===== config.mk =====
export PLATFORM = sky130hd
export DESIGN_NAME = mem_port_arbiter
export DESIGN_NICKNAME = d
export VERILOG_FILES = /design/src/rtl/mem_port_arbiter.sv
export SDC_FILE = /design/constraint.sdc
export NUM_CORES = 1
export LEC_CHECK = 0
export ABC_AREA = 1
export CAP_MARGIN = 30
export CORE_MARGIN = 2
export CORE_UTILIZATION = 30
export DETAILED_ROUTE_END_ITERATION = 6
export PLACE_DENSITY = 0.7
export SETUP_SLACK_MARGIN = 0.1
export SYNTH_ARGS = -nofsm -noshare
export SYNTH_HDL_FRONTEND = slang
export SYNTH_SLANG_ARGS = --single-unit

===== constraint.sdc =====
create_clock -name clk -period 2.4 [get_ports clk]
set_clock_uncertainty 0.1 [all_clocks]
set_input_delay 0.48 -clock clk [delete_from_list [all_inputs] [get_ports clk]]
set_output_delay 0.48 -clock clk [all_outputs]
set_load 0.05 [all_outputs]

===== src/rtl/mem_port_arbiter.sv =====
// Shares the CpuMem block-RAM data port between the VGA fetch engine and the CPU.
// Grants one access per cycle and returns read data to its owner after READ_LATENCY cycles.
module mem_port_arbiter #(
   parameter int unsigned ADDR_W         = 16,
   parameter int unsigned DATA_W         = 16,
   parameter int unsigned READ_LATENCY   = 1,
   parameter int unsigned MAX_VGA_STREAK = 8
) (
   input  logic              clk,
   input  logic              reset,
   input  logic              start,
   input  logic              vga_req,
   input  logic [ADDR_W-1:0] vga_addr,
   output logic              vga_gnt,
   output logic              vga_rvalid,
   output logic [DATA_W-1:0] vga_rdata,
   input  logic              cpu_req,
   input  logic              cpu_we,
   input  logic [ADDR_W-1:0] cpu_addr,
   input  logic [DATA_W-1:0] cpu_wdata,
   output logic              cpu_gnt,
   output logic              cpu_rvalid,
   output logic [DATA_W-1:0] cpu_rdata,
   output logic              mem_en,
   output logic              mem_we,
   output logic [ADDR_W-1:0] mem_addr,
   output logic [DATA_W-1:0] mem_wdata,
   input  logic [DATA_W-1:0] mem_rdata
);
   localparam int unsigned   SW         = $clog2(MAX_VGA_STREAK + 1);
   localparam logic [SW-1:0] STREAK_MAX = SW'(MAX_VGA_STREAK);

   typedef enum logic [1:0] {GNT_NONE, GNT_VGA, GNT_CPU} grant_t;

   logic                    r_run;
   logic [SW-1:0]           r_streak;
   logic [READ_LATENCY-1:0] r_tag_vld;
   logic [READ_LATENCY-1:0] r_tag_cpu;
   logic [DATA_W-1:0]       r_vga_rdata;
   logic [DATA_W-1:0]       r_cpu_rdata;

   grant_t w_grant;
   logic   w_cpu_ok;
   logic   w_force_cpu;
   logic   w_tail_vld;
   logic   w_tail_cpu;

   assign w_cpu_ok    = r_run & cpu_req;
   assign w_force_cpu = w_cpu_ok & (r_streak == STREAK_MAX);

   // Grants are qualified by reset so the RAM port stays idle while reset is held.
   always_comb begin
      w_grant = GNT_NONE;
      if (reset) begin
         if (w_force_cpu || (w_cpu_ok && !vga_req)) begin
            w_grant = GNT_CPU;
         end else if (vga_req) begin
            w_grant = GNT_VGA;
         end
      end
   end

   always_comb begin
      vga_gnt   = 1'b0;
      cpu_gnt   = 1'b0;
      mem_en    = 1'b0;
      mem_we    = 1'b0;
      mem_addr  = '0;
      mem_wdata = '0;
      case (w_grant)
         GNT_VGA: begin
            vga_gnt  = 1'b1;
            mem_en   = 1'b1;
            mem_addr = vga_addr;
         end
         GNT_CPU: begin
            cpu_gnt   = 1'b1;
            mem_en    = 1'b1;
            mem_we    = cpu_we;
            mem_addr  = cpu_addr;
            mem_wdata = cpu_wdata;
         end
         default: ;
      endcase
   end

   assign w_tail_vld = r_tag_vld[READ_LATENCY-1];
   assign w_tail_cpu = r_tag_cpu[READ_LATENCY-1];

   assign vga_rvalid = w_tail_vld & ~w_tail_cpu;
   assign cpu_rvalid = w_tail_vld &  w_tail_cpu;

   // Fresh RAM data is passed straight through on the return cycle; otherwise the last value holds.
   assign vga_rdata = vga_rvalid ? mem_rdata : r_vga_rdata;
   assign cpu_rdata = cpu_rvalid ? mem_rdata : r_cpu_rdata;

   always_ff @(posedge clk or negedge reset) begin
      if (!reset) begin
         r_run       <= 1'b0;
         r_streak    <= '0;
         r_tag_vld   <= '0;
         r_tag_cpu   <= '0;
         r_vga_rdata <= '0;
         r_cpu_rdata <= '0;
      end else begin
         if (start) begin
            r_run <= 1'b1;
         end

         if (!w_cpu_ok || w_grant == GNT_CPU) begin
            r_streak <= '0;
         end else if (w_grant == GNT_VGA && r_streak != STREAK_MAX) begin
            r_streak <= r_streak + SW'(1);
         end

         r_tag_vld[0] <= mem_en & ~mem_we;
         r_tag_cpu[0] <= (w_grant == GNT_CPU);
         for (int unsigned i = 1; i < READ_LATENCY; i++) begin
            r_tag_vld[i] <= r_tag_vld[i-1];
            r_tag_cpu[i] <= r_tag_cpu[i-1];
         end

         if (vga_rvalid) begin
            r_vga_rdata <= mem_rdata;
         end
         if (cpu_rvalid) begin
            r_cpu_rdata <= mem_rdata;
         end
      end
   end

endmodule

==> results of run 1 <==
## worst paths after layout
path	slack, ns	to	cells past startpoint
setup / recovery	-0.42	mem_addr[10]	12
hold / removal	0.27	r_vga_rdata[6]	2
setup reg to reg	0.17	r_streak[0]	16
hold reg to reg	0.40	r_run	1
max in group asynchronous	1.52	r_streak[1]	2
min in group clk	0.40	r_run	1
## cells by family (layout without fill, tap and decap cells)
family | count (synthesis) | after routing | synth area share (%)
flip-flops | 39 | 39 | 47.22
AND/OR/NAND/NOR | 110 | 110 | 21.07
buffers and inverters | 62 | 224 | 13.26
other | 0 | 1 | 0
adder cells (fa/ha/maj) | 5 | 5 | 3.027
AO/OA/AOI/OAI | 51 | 51 | 15.44
## cell type report
| cell class | count | area share, % |
|---|---|---|
| clock buffer | 6 | 1.487 |
| inverter | 47 | 4.744 |
| multi-input combinational | 166 | 24.49 |
| tap | 80 | 2.051 |
| timing repair buffer | 171 | 47.18 |
| sequential | 39 | 20.00 |
| antenna | 1 | 0.05128 |
## sequential cells by signal, summed over array words and instances, names as in the netlist
register / flops
r_tag_cpu: 1
r_vga_rdata: 16
r_tag_vld: 1
r_run: 1
r_cpu_rdata: 16
r_streak: 4
## Yosys cell counts (all sizes together)
master,number
nand2,94
ha,5
o21ai,32
nand4,1
inv,47
a31oi,1
clkbuf,3
a21oi,17
nand3,6
nor2,7
or2,2
buf,12
o21bai,1
dfrtp,39
## critical path, cell delays in order, from the launching register on
cell	delay [ns]
dfrtp_1	0.40
inv_2	0.09
ha_4	0.15
nand2_4	0.06
nor2_4	0.14
inv_2	0.07
nand2_2	0.08
nand2_4	0.08
nor2_4	0.18
ha_4	0.26
clkbuf_16	0.18
a21oi_4	0.11
buf_6	0.17
## repair_timing
item | 4_1_cts | 5_1_grt
endpoints found under the setup margin | 36 | 41
buffers inserted | 9 | 3
endpoints found under the hold margin | 2 | 2
gates resized for setup | 38 | 28
pin swaps | 5 | 6
cloned | 2 | 3
## power breakdown
group | internal [mW] | switching, mW | total, mW | leakage (nW)
sequential | 0.812 | 0.0439 | 0.856 | 0.476
combinational | 0.907 | 1.09 | 1.99 | 1.66
clock | 0.193 | 0.198 | 0.391 | 0.0371
## per-layer routing
metal	vias to the layer above	global-route usage (%)	part of all wire, %
met5	-	0	0
met2	85	33.52	55
met1	1105	21.85	39
met3	12	3.981	4.3
met4	0	3.551	2.0
li1	1135	-	-
## stage by stage
step	hold WS, ns	worst slack (ns)	util (%)	area (um^2)
after floorplan	0.08441	-0.2462	-	2424
after global routing	0.3304	-0.4970	72.59	4877
after detailed placement	0.2148	-0.3588	65.07	4372
after CTS	-0.07245	-0.3213	69.89	4696
final	0.2705	-0.4223	72.63	4880
after global placement	0.2122	-0.3078	65.07	4372
==> out/qor.yml, run 1 <==
drc_errors: 0
synthTopCellsByArea: "dfrtp_1 47%, nand2_1 17%, inv_1 8.5%"
synth_cell_types: 19
finalPower_mw: 3.240
final_nets: 505
dieArea_mm2: 0.007570
drt_pass1_iterations: 4
cts_tree: "done"
via_count: 2337
grt_remaining_overflow: 0
critPathCaptureType: "output port"
wl_per_cell_um: 14.52
ir_drop_uv: 316.7
cts_buffer_depth: 2
n_fill_cell: 446
gp_congestion: 0.7359
instances_no_fill: 510
fmax_mhz: 354.3
fin_ws_ns: -0.4223
via_per_inst: 4.582
place_hpwl_um: 5151
cts-root-buf: "clkbuf_8"
layout_commonest_cell: "clkdlybuf4s50_1"
clkTransAtPathRegs_ns: 0.07
status: "finished, violations left"
final-setup-viol-count: 36
crit_fanout: 4
fin_crit_sh_pct: 117.6
track_usage_pct: 18.26
ioPinCount: 140
grt_pass1_wl_um: 10910
rows: 30
mostFrequentLayoutCells: "68 x clkdlybuf4s50_1, 67 x nand2_1, 56 x buf_12"
avgSynthCellArea_um2: 7.742
leakage_nw: 2.169
r2r_start: "r_streak[0]"
multi_input_area_mm2: 0.001195
layout-drive-gt1-share_pct: 45.69
clock_sinks: 39
netlist_instances: 267
drt-total-wl_um: 7405
crit_start: "r_streak[0]"
fin_crit_ns: 2.822
register_area_um2: 975.9
cp.arrival_ns: 2.24
tns_ns: -13.14
synth_top_area_cell: "dfrtp_1"
hold_viol_final: 0
slew_headroom_pct: 69.37
areaGrowthSynthToFinish_pct: 136.1
rsz0062_at_grt: "yes"
synth_seq_area_share_pct: 47.22
hp-class: "in2async"
antenna_left: 0
grt_max_degree: 38
antenna_found_initial: 0
yosys_warnings: 0
initial_core_util_pct: 30.76
worstSetupPathType: "reg2out"
fp.dieW_um: 87.01
ys_seq_elements: 39
powerDensity_mw_per_mm2: 664.1
portBuffers: 139
htreeDepth: 2
drt_iter0_drc: 56
insertion_delay_ns: 0.28
tightest_slew_ns: 0.4595
slew_viol_final: 0
syn_area_mm2: 0.002067
critPathLaunchType: "flip-flop"
coreArea_mm2: 0.006719
cts_buffers: 5
place_inst: 487
die_y_um: 87.01
cp.required_ns: 1.82
violations: "setup timing"
syn_nets: 342
maxCapViolCount: 0
synth.top_cell.area_share_pct: 47.22
grt_pass1_vias: 2305
Power figures use the tool's default switching activity.
==> run 2, diff against run 1 <==
Settings changed: CTS_CLUSTER_SIZE set to 24.
==> results of run 2 <==
The final DEF is identical to that of run 1; final timing and power are the same.
==> run 3, diff against run 2 <==
Settings changed: ABC_CLOCK_PERIOD_IN_PS set to 2400.
==> results of run 3 <==
The final DEF is identical to that of run 1; final timing and power are the same.
